### src/rtl/mc_pkg.sv
// Shared types and encodings for the multicycle MIPS control FSM and its ALU decoder.
package mc_pkg;

    typedef enum logic [3:0] {
        S_FETCH   = 4'd0,
        S_DECODE  = 4'd1,
        S_MEMADR  = 4'd2,
        S_MEMRD   = 4'd3,
        S_MEMWB   = 4'd4,
        S_MEMWR   = 4'd5,
        S_EXECUTE = 4'd6,
        S_ALUWB   = 4'd7,
        S_BRANCH  = 4'd8,
        S_ADDIEX  = 4'd9,
        S_ADDIWB  = 4'd10,
        S_JUMP    = 4'd11,
        S_TRAP    = 4'd12
    } state_t;

    localparam logic [5:0] OP_RTYPE = 6'b000000;
    localparam logic [5:0] OP_LW    = 6'b100011;
    localparam logic [5:0] OP_SW    = 6'b101011;
    localparam logic [5:0] OP_BEQ   = 6'b000100;
    localparam logic [5:0] OP_ADDI  = 6'b001000;
    localparam logic [5:0] OP_J     = 6'b000010;

    localparam logic [5:0] FN_ADD = 6'b100000;
    localparam logic [5:0] FN_SUB = 6'b100010;
    localparam logic [5:0] FN_AND = 6'b100100;
    localparam logic [5:0] FN_OR  = 6'b100101;
    localparam logic [5:0] FN_SLT = 6'b101010;

    localparam logic [2:0] ALU_AND = 3'b000;
    localparam logic [2:0] ALU_OR  = 3'b001;
    localparam logic [2:0] ALU_ADD = 3'b010;
    localparam logic [2:0] ALU_SUB = 3'b110;
    localparam logic [2:0] ALU_SLT = 3'b111;

    // IDLE drives aluControl to 000 in states that do not use the ALU.
    localparam logic [1:0] ALUOP_ADD   = 2'b00;
    localparam logic [1:0] ALUOP_SUB   = 2'b01;
    localparam logic [1:0] ALUOP_FUNCT = 2'b10;
    localparam logic [1:0] ALUOP_IDLE  = 2'b11;

endpackage

### src/rtl/multicycle_controller_alu_decoder.sv
// ALU function decoder: maps aluOp and the R-type funct field to aluControl.
module alu_decoder
    import mc_pkg::*;
(
    input  logic [1:0] aluOp_i,
    input  logic [5:0] funct_i,
    output logic [2:0] aluControl_o,
    output logic       functLegal_o
);

    always_comb begin
        aluControl_o = ALU_ADD;
        functLegal_o = 1'b1;
        case (aluOp_i)
            ALUOP_ADD: aluControl_o = ALU_ADD;
            ALUOP_SUB: aluControl_o = ALU_SUB;
            ALUOP_FUNCT: begin
                case (funct_i)
                    FN_ADD:  aluControl_o = ALU_ADD;
                    FN_SUB:  aluControl_o = ALU_SUB;
                    FN_AND:  aluControl_o = ALU_AND;
                    FN_OR:   aluControl_o = ALU_OR;
                    FN_SLT:  aluControl_o = ALU_SLT;
                    default: functLegal_o = 1'b0;
                endcase
            end
            ALUOP_IDLE: aluControl_o = ALU_AND;
        endcase
    end

endmodule

### src/rtl/multicycle_controller.sv
// Control FSM sequencing the shared-memory multicycle MIPS datapath.
// state | meaning: FETCH read instr, PC+4 | DECODE branch target | MEMADR lw/sw addr | MEMRD/MEMWB load
//       | MEMWR store | EXECUTE/ALUWB R-type | BRANCH beq | ADDIEX/ADDIWB addi | JUMP j | TRAP halted
module multicycle_controller
    import mc_pkg::*;
#(
    parameter state_t RESET_STATE  = S_FETCH,
    parameter logic   ILLEGAL_TRAP = 1'b0
) (
    input  logic       clk,
    input  logic       reset,
    input  logic [5:0] opcode,
    input  logic [5:0] funct,
    input  logic       zero,
    input  logic       memReady,
    output logic       iOrD,
    output logic       memWrite,
    output logic       irWrite,
    output logic       regDst,
    output logic       memToReg,
    output logic       regWrite,
    output logic       aluSrcA,
    output logic [1:0] aluSrcB,
    output logic [2:0] aluControl,
    output logic [1:0] pcSrc,
    output logic       pcWrite,
    output logic       illegalOp,
    output logic [3:0] state
);

    state_t     state_q, state_d;
    logic [1:0] aluOp;
    logic       functLegal;
    state_t     illegal_next;

    assign illegal_next = ILLEGAL_TRAP ? S_TRAP : S_FETCH;
    assign state        = state_q;

    alu_decoder u_alu_decoder (
        .aluOp_i      (aluOp),
        .funct_i      (funct),
        .aluControl_o (aluControl),
        .functLegal_o (functLegal)
    );

    always_ff @(posedge clk or posedge reset) begin
        if (reset) state_q <= RESET_STATE;
        else       state_q <= state_d;
    end

    always_comb begin
        state_d   = state_q;
        iOrD      = 1'b0;
        memWrite  = 1'b0;
        irWrite   = 1'b0;
        regDst    = 1'b0;
        memToReg  = 1'b0;
        regWrite  = 1'b0;
        aluSrcA   = 1'b0;
        aluSrcB   = 2'b00;
        aluOp     = ALUOP_IDLE;
        pcSrc     = 2'b00;
        pcWrite   = 1'b0;
        illegalOp = 1'b0;
        case (state_q)
            S_FETCH: begin
                aluSrcB = 2'b01;
                aluOp   = ALUOP_ADD;
                irWrite = memReady;
                pcWrite = memReady;
                if (memReady) state_d = S_DECODE;
            end
            S_DECODE: begin
                aluSrcB = 2'b11;
                aluOp   = ALUOP_ADD;
                case (opcode)
                    OP_RTYPE:     state_d = S_EXECUTE;
                    OP_LW, OP_SW: state_d = S_MEMADR;
                    OP_BEQ:       state_d = S_BRANCH;
                    OP_ADDI:      state_d = S_ADDIEX;
                    OP_J:         state_d = S_JUMP;
                    default: begin
                        illegalOp = 1'b1;
                        state_d   = illegal_next;
                    end
                endcase
            end
            S_MEMADR: begin
                aluSrcA = 1'b1;
                aluSrcB = 2'b10;
                aluOp   = ALUOP_ADD;
                state_d = (opcode == OP_SW) ? S_MEMWR : S_MEMRD;
            end
            S_MEMRD: begin
                iOrD = 1'b1;
                if (memReady) state_d = S_MEMWB;
            end
            S_MEMWB: begin
                memToReg = 1'b1;
                regWrite = 1'b1;
                state_d  = S_FETCH;
            end
            S_MEMWR: begin
                iOrD     = 1'b1;
                memWrite = 1'b1;
                if (memReady) state_d = S_FETCH;
            end
            S_EXECUTE: begin
                aluSrcA = 1'b1;
                aluOp   = ALUOP_FUNCT;
                if (functLegal) begin
                    state_d = S_ALUWB;
                end else begin
                    illegalOp = 1'b1;
                    state_d   = illegal_next;
                end
            end
            S_ALUWB: begin
                regDst   = 1'b1;
                regWrite = 1'b1;
                state_d  = S_FETCH;
            end
            S_BRANCH: begin
                aluSrcA = 1'b1;
                aluOp   = ALUOP_SUB;
                pcSrc   = 2'b01;
                pcWrite = zero;
                state_d = S_FETCH;
            end
            S_ADDIEX: begin
                aluSrcA = 1'b1;
                aluSrcB = 2'b10;
                aluOp   = ALUOP_ADD;
                state_d = S_ADDIWB;
            end
            S_ADDIWB: begin
                regWrite = 1'b1;
                state_d  = S_FETCH;
            end
            S_JUMP: begin
                pcSrc   = 2'b10;
                pcWrite = 1'b1;
                state_d = S_FETCH;
            end
            S_TRAP: state_d = S_TRAP;
            default: state_d = S_FETCH;
        endcase
        // Reset abandons the instruction at once; no write may leak out on that cycle.
        if (reset) begin
            memWrite  = 1'b0;
            irWrite   = 1'b0;
            regWrite  = 1'b0;
            pcWrite   = 1'b0;
            illegalOp = 1'b0;
        end
    end

endmodule

### config.mk
export PLATFORM = sky130hd
export DESIGN_NAME = multicycle_controller
export DESIGN_NICKNAME = d
export VERILOG_FILES = /design/src/rtl/mc_pkg.sv /design/src/rtl/multicycle_controller_alu_decoder.sv /design/src/rtl/multicycle_controller.sv
export SDC_FILE = /design/constraint.sdc
export NUM_CORES = 1
export LEC_CHECK = 0
export ABC_AREA = 1
export CORE_MARGIN = 2
export CORE_UTILIZATION = 44
export CTS_BUF_LIST = sky130_fd_sc_hd__clkbuf_8
export DETAILED_ROUTE_END_ITERATION = 10
export PLACE_DENSITY = 0.88
export SLEW_MARGIN = 20
export SYNTH_ARGS = -nofsm -noshare
export SYNTH_HDL_FRONTEND = slang
export SYNTH_HIERARCHICAL = 1
export SYNTH_SLANG_ARGS = --single-unit
### constraint.sdc
create_clock -name clk -period 4.97 [get_ports clk]
set_clock_uncertainty 0.05 [all_clocks]
set_input_delay 0.994 -clock clk [delete_from_list [all_inputs] [get_ports clk]]
set_output_delay 0.994 -clock clk [all_outputs]
set_load 0.03 [all_outputs]
* After elaboration in Yosys (flattened, before gate mapping)
Cells that the tools add are included.
** Storage, ports and cells
- Register bits :: 4
- Bits in latches :: 0
- Bits in writable memories :: 0
- Bits in read-only memories :: 0
- Input bits :: 16
- Output and inout bits :: 20
- Memories :: 0
** Cells by class
- Add/sub/neg operators :: 0
- $mul :: 0
- Divide/modulo/power cells :: 0
- $lt $le $gt $ge :: 0
- Equal/unequal tests :: 28
- Shifts and indexed selects :: 0
- Mux-type cells :: 30
- Bitwise operators :: 0
- Reduce and logical (&&, ||, !) cells :: 12
** Operators with widths (number)
- 6-bit == test (second input constant) :: 7
- 4-bit case mux with 8 select lines :: 1
- 3-bit case mux with 4 select lines :: 2
- 4-bit == test (second input constant) :: 5
- 4-bit case mux with 5 select lines :: 1
- 4-bit by 3-bit == test with 1-bit output (second input constant) :: 4
- 1-bit two-way mux :: 16
- 4-bit two-way mux :: 3
- 2-bit case mux with 3 select lines :: 2
- 4-bit by 2-bit == test with 1-bit output (second input constant) :: 2
- 4-bit OR reduction :: 2
- 6-bit by 2-bit == test with 1-bit output (second input constant) :: 1
- 6-bit by 3-bit == test with 1-bit output (second input constant) :: 1
- 6-bit by 4-bit == test with 1-bit output (second input constant) :: 1
- 6-bit zero test :: 1
- 3-bit two-way mux :: 2
- 2-bit inequality test (second input constant) :: 3
- 2-bit OR reduction :: 3
- 6-bit OR reduction :: 1
- 5-bit OR reduction :: 1
- 2-bit == test (second input constant) :: 2
- 4-bit by 1-bit == test with 1-bit output (second input constant) :: 1
- 4-bit zero test :: 1
- 2-bit case mux with 2 select lines :: 1
- 6 further kinds :: 6

* Depth between registers and ports, before layout
- Word-level depth :: 8
- Gate-level depth with buffers :: 13

* Cells and area by module
The synthesis kept the hierarchy.
** By module, submodules not included
- multicycle_controller :: instances 1, cells an instance 105, area an instance 561.8 um^2
- alu_decoder :: instances 1, cells an instance 28, area an instance 133.9 um^2

* Least setup slack after synthesis
No wires, ideal clock.
- Kind :: input-to-output
- Start point :: in funct[3]
- End point :: out illegalOp
- Arrival time :: 1900 ps
- Required time :: 3926 ps
- Path slack :: 2026 ps
- Cell stages on the path :: 7
- Path buffers :: 0
- Path through :: inv_1 > o21ai_0 > nor2_1 > nor2_1 > nand2_1 > or2_0 > a21oi_2
** Between the ends
- Longest elaborated chain between the ends :: 7
- Elaborated cells between the ends (all ways) :: 11
- Classes of those cells :: eq/ne (5); mux (5); reduce/logical (1)
** Ends and longest elaborated chain
- from (decl) :: line multicycle_controller.sv:13 : input logic [5:0] funct,
- 6-bit == test :: line multicycle_controller_alu_decoder.sv:18 : case (funct_i)
- 5-bit OR reduction (no source line) *
- 1-bit two-way mux * :: line multicycle_controller_alu_decoder.sv:18
- 1-bit two-way mux * :: line multicycle_controller_alu_decoder.sv:14 : case (aluOp_i)
- named net functLegal :: line multicycle_controller.sv:33 : logic functLegal;
- 1-bit two-way mux * :: line multicycle_controller.sv:111 : if (functLegal) begin
- 1-bit case mux with 2 select lines * :: line multicycle_controller.sv:65 : case (state_q)
- 1-bit two-way mux * :: line multicycle_controller.sv:149 : if (reset) begin
- to (decl) :: line multicycle_controller.sv:27 : output logic illegalOp,
The timed path passes the listed nets; every way through them passes the cells marked *.

* Final worst setup path
Same ends and word-level chain as after synthesis.

==> results by group <==
Outcome
  • Status: complete, no violations

Clock tree
  • Hold buffers post-CTS: 0
  • Setup bufs post-CTS: 0
  • Clock Tree Root: clkbuf_8
  • H-tree depth: 1
  • Cts repair resizes: 0
  • Clk sinks: 4
  • Clock Latency Late Sink: 0.22 ns
  • TritonCTS clock tree: built
  • Clk buf depth: 2
  • Clock buffer count from CTS: 3
  • Reg clk slew, reported paths: 0.03 ns

Pwr
  • Power density cells: 433 nW/µm²
  • Worst vdd ir: 364 µV
  • Leakage power: 0.567 nW

Timing
  • Worst-margin pin slew: 0.393 ns
  • Period utilization: 0.798
  • Slew Limit Fails: 0
  • Count of final setup violators: 0
  • Hold Fails Final Rpt: 0
  • Maximum clock rate: 252 MHz
  • Relative slew slack: 0.735
  • Fin crit period: 3.97 ns
  • RSZ-0062 raised after global routing: no
  • Final setup TNS: 0 ns

Floorplanning
  • Die W: 43.8 µm
  • Starting Density: 0.467
  • Core area: 1490 µm²
  • DIE HEIGHT: 43.8 µm
  • Die Area: 1910 µm²
  • Ports: 36
  • # rows: 14

Min path
  • Hold endpoint: state[1]
  • Worst hold path depth: 3
  • Hold Crit Class: reg2reg
  • Hold Path Origin: state[3]

Placed design
  • Port-buffer cells: 35
  • Placed inst area: 1070 µm²
  • GP Congestion: 0.859
  • Detailed Place HPWL: 1710 µm

Finish
  • Register area: 100 µm²
  • Largest register FFs: 4
  • Proportion of layout cells with a drive suffix above 1: 0.117
  • Area of all placed cells without fillers: 1110 µm²
  • Area grow syn2layout: 59.2%
  • Nets: 189
  • Fill count: 131
  • Area of the multi-input gates: 479 µm²
  • Diodes inserted: 0
  • Most used cells in the layout excluding fill and tap cells: clkdlybuf4s50_1 (35), nand2_1 (27), nor2_1 (25), inv_1 (24), nand3_1 (14)
  • Most common cell after layout, fill and taps aside: clkdlybuf4s50_1

GRT
  • Initial antenna violation count: 0
  • Largest net degree at the start of global routing: 8
  • Total grt overflow: 0
  • Number of global-route vias before repair: 822
  • Gr usage total: 0.225
  • First-pass GRT wire length: 3290 µm

Detailed routing
  • Vias per std cell: 4.90
  • Antenna Nets Post-Route: 0
  • DR iter-0 viols: 29
  • Final wirelength: 2010 µm
  • Residual DRC count: 0
  • Total iterations of the first detailed-routing run: 4
  • Via count: 917
  • Drt wl/cell: 10.7 µm

Worst setup path
  • R2R Setup Slk: 2.98 ns
  • CP required: 3.93 ns
  • Worst R2R Path Depth: 12
  • CP cell instances: clkdlybuf4s50_1 > inv_1 > o21ai_0 > nor2_1 > nor2_1 > nand2_1 > or2_0 > a21oi_2 > clkdlybuf4s50_1
  • Slowest stage cell, crit path: clkdlybuf4s50_1
  • Crit path max fanout: 3
  • CP delay by family, top: buffers and inverters
  • Worst r2r src: state[2]
  • Slowest stage delay, CP: 0.67 ns
  • Critical path type: in2out
  • CP startpoint kind: primary input
  • Count of buffer and inverter cells on the critical path: 3
  • Arr. time, crit path: 2.92 ns
  • Reg-to-Reg End: state[2]
  • Critical path endpoint category: output pin

Synth
  • Ys Warns: 6
  • Synth Cell Area: 696 µm²
  • Syn_nets: 149
  • Post-Syn Instances: 133
  • Netlist cell types: 23
  • Count of state elements after synthesis: 4
  • Synthesized area per cell: 5.23 µm²
  • Seq/Total Area, Yosys: 0.144

Flow run
  • Max_cap viols: 0
==> final cells by class <==
| cell class | instances | share of cell area |
|---|---|---|
| Multi-Input combinational cell | 98 | 0.433 |
| Clock buffer | 3 | 0.0373 |
| Sequential cell | 4 | 0.0904 |
| Timing Repair Buffer | 35 | 0.316 |
| Inverter | 31 | 0.105 |
| Tap cell | 16 | 0.0181 |
==> through the flow <==
stage               power, W  std cells  hold slack, ns   util  setup slack, ns
floorplan           0.000283        133           0.718      -             2.03
global placement    0.000401        184           0.673  0.716             1.04
detailed placement  0.000408        184           0.679  0.716             1.01
CTS                 0.000478        187           0.673  0.744             1.01
global route        0.000513        187           0.737  0.744            0.838
finish              0.000479        187           0.669  0.744             1.00
==> worst max path at each step <==
stage	startpoint	endpoint	slack [ns]	depth (start not counted)
floorplan	funct[3]	illegalOp	2.03	7
global placement	funct[3]	illegalOp	1.04	9
detailed placement	funct[3]	illegalOp	1.01	9
CTS	funct[3]	illegalOp	1.01	9
global route	funct[3]	illegalOp	0.84	9
finish	funct[3]	illegalOp	1.00	9
==> cell usage after synthesis, drive strengths merged <==
master  count  area [µm²]
nand2      29         119
nor2       33         159
nand4       3        18.8
or2         2        12.5
o31ai       1        7.51
a31oi       1        6.26
inv        30         113
dfrtp       4         100
o21bai      1        7.51
clkinv      1        3.75
nand3b      2        15.0
nor3        2        10.0
a21oi       3        18.8
o21ai       7        35.0
nand3      14        70.1
==> power breakdown <==
part	internal [W]	switching, W	total, W
clock	0.0000515	0.0000158	0.0000673
combinational	0.000132	0.000218	0.000350
sequential	0.0000428	0.0000187	0.0000615
total	0.000227	0.000252	0.000479
==> worst register-to-register path: stages, from the launching register on <==
cell	delay (ns)
dfrtp_1	0.45
nor2_2	0.25
nand2_1	0.11
o21ai_0	0.13
o21ai_0	0.20
nor2_1	0.15
nand2_1	0.07
nand2_1	0.11
nand2_1	0.06
nor2_1	0.10
nand3_1	0.09
nand2_1	0.06
nand2_1	0.04
==> layer usage <==
layer / part of all wire / global-route usage / vias to the layer above
met5: 0 / 0 / -
met4: 0.0095 / 0.0364 / 0
li1: - / - / 486
met1: 0.43 / 0.278 / 391
met2: 0.51 / 0.409 / 38
met3: 0.049 / 0.0375 / 2
==> cells by family after synthesis <==
logic type | Yosys count | synth area share
AND/OR/NAND/NOR | 85 | 0.581
buffers and inverters | 31 | 0.167
AO/OA/AOI/OAI | 13 | 0.108
flip-flops | 4 | 0.144
Note: power is estimated with default switching activity, not from simulation.
==> RTL change, RTL diff (same flow settings) <==
Change the parameter `ILLEGAL_TRAP` from 1'b0 to 1'b1.
--- a/src/rtl/multicycle_controller.sv
+++ b/src/rtl/multicycle_controller.sv
@@ -5,7 +5,7 @@
     import mc_pkg::*;
 #(
     parameter state_t RESET_STATE  = S_FETCH,
-    parameter logic   ILLEGAL_TRAP = 1'b0
+    parameter logic   ILLEGAL_TRAP = 1'b1
 ) (
     input  logic       clk,
     input  logic       reset,
Behaviour: not the same (Yosys sat finds a counterexample within 4 cycles, from zero or initial values and one cycle with reset high).
==> RTL change against the unedited design <==
- utilization increased by 0.13 points
- setup slack worse by 0.0024 ns
- final area rose by 1.4%
- sequential cell count stayed put
- wire length grew 6.9%
- area after synthesis rose by 2.2%
- register-to-register slack gained 0.14 ns
- first-iteration DRC count grew 34%
- die area increased by 2.0%
- sequential power up 14%
- total power rose by 31%
- maximum frequency about the same
- largest power group unchanged
==> RTL change: results (changes against the unedited design) <==
filler cell count = 130 (-0.76%)
met3 track demand over resource = 3.67% (-0.077 points)
internal power contribution = 0.281 mW (+24%)
global-route usage over all layers = 24.1% (+1.6 points)
overall power = 0.629 mW (+31%)
run status = finished clean
GP Congestion = 0.909 (+5.9%)
family of cells with the greatest summed delay on the critical path = buffers and inverters
delay of the slowest cell on the worst path = 0.69 ns (+0.02 ns)
count of distinct cell types in the synthesized netlist = 17 (-26%)
worst-margin pin slew = 0.328 ns (-0.0650 ns)
grt met2 use = 39.7% (-1.2 points)
ratio of routed vias to standard cells = 5.08 (+3.5%)
post-synthesis net count = 160 (+7.4%)
part of the Yosys area used for sequential elements = 14.1% (-0.30 points)
via count of the first global-routing pass = 913 (+11%)
total sequential power = 0.0701 mW (+14%)
share of cell area taken by flip-flops and latches = 8.92% (-0.12 points)
commonest cells in the netlist = 35 x sky130_fd_sc_hd__nand2_1, 30 x sky130_fd_sc_hd__nor2_1, 28 x sky130_fd_sc_hd__inv_1
Avg Inst Size Synth = 4.94 um2 (-5.6%)
Non-CTS inverters = 30 (-3.2%)
WL per Instance = 10.8 um (+0.99%)
multi-input logic cell count = 110 (+12%)
Place WS = 1.01 ns (-0.00253 ns)
routing usage on met1 = 29.0% (+1.2 points)
total wire length = 2150 um (+6.9%)
fraction of standard cell area in multi-input logic = 44.4% (+1.1 points)
post-route worst hold slack = 0.662 ns (-0.00770 ns)
global-route wire length before repair = 3420 um (+4.0%)
fraction of the mapped netlist area in compound gates = 9.68% (-1.1 points)
core outline area = 0.00151 mm2 (+1.2%)
layout overhead on the synthesized area = 57.9%
FF-to-FF setup slack = 3.12 ns (+0.14 ns)
clock network area share = 3.68% (-0.050 points)
capturing point of the worst reg2reg path = state[1]$_DFFE_PP0P_
cell types with the largest area share after synthesis = sky130_fd_sc_hd__nand2_1 18%, sky130_fd_sc_hd__nor2_1 16%, sky130_fd_sc_hd__inv_1 15%
First DRT Iteration DRCs = 39 (+34%)
## RTL change: changes by cell type after synthesis, sizes merged, moves of 2 or more
| cell | change |
|---|---|
| nor2 | +3 |
| nand4 | -3 |
| nand3 | +7 |
| nand2 | +7 |
| o21ai | -2 |
| a21oi | +3 |
## RTL change: how the worst max path moves through the flow
stage          cells past startpoint  slack (ns)         to     start
6_report                          10        1.00  illegalOp  funct[3]
5_1_grt                           10        0.88  illegalOp  funct[3]
4_1_cts                           10        0.99  illegalOp  funct[3]
3_5_place_dp                      10        1.01  illegalOp  funct[3]
3_3_place_gp                      10        1.05  illegalOp  funct[3]
2_1_floorplan                      8        1.94  illegalOp  funct[3]
## RTL change: layer usage
| layer | routed length, um | share of wire, % | up-vias |
|---|---|---|---|
| met5 | 0 | 0 | - |
| li1 | - | - | 527 |
| met3 | 179 | 8.3 | 4 |
| met1 | 927 | 43 | 418 |
| met2 | 995 | 46 | 56 |
| met4 | 44 | 2.1 | 0 |
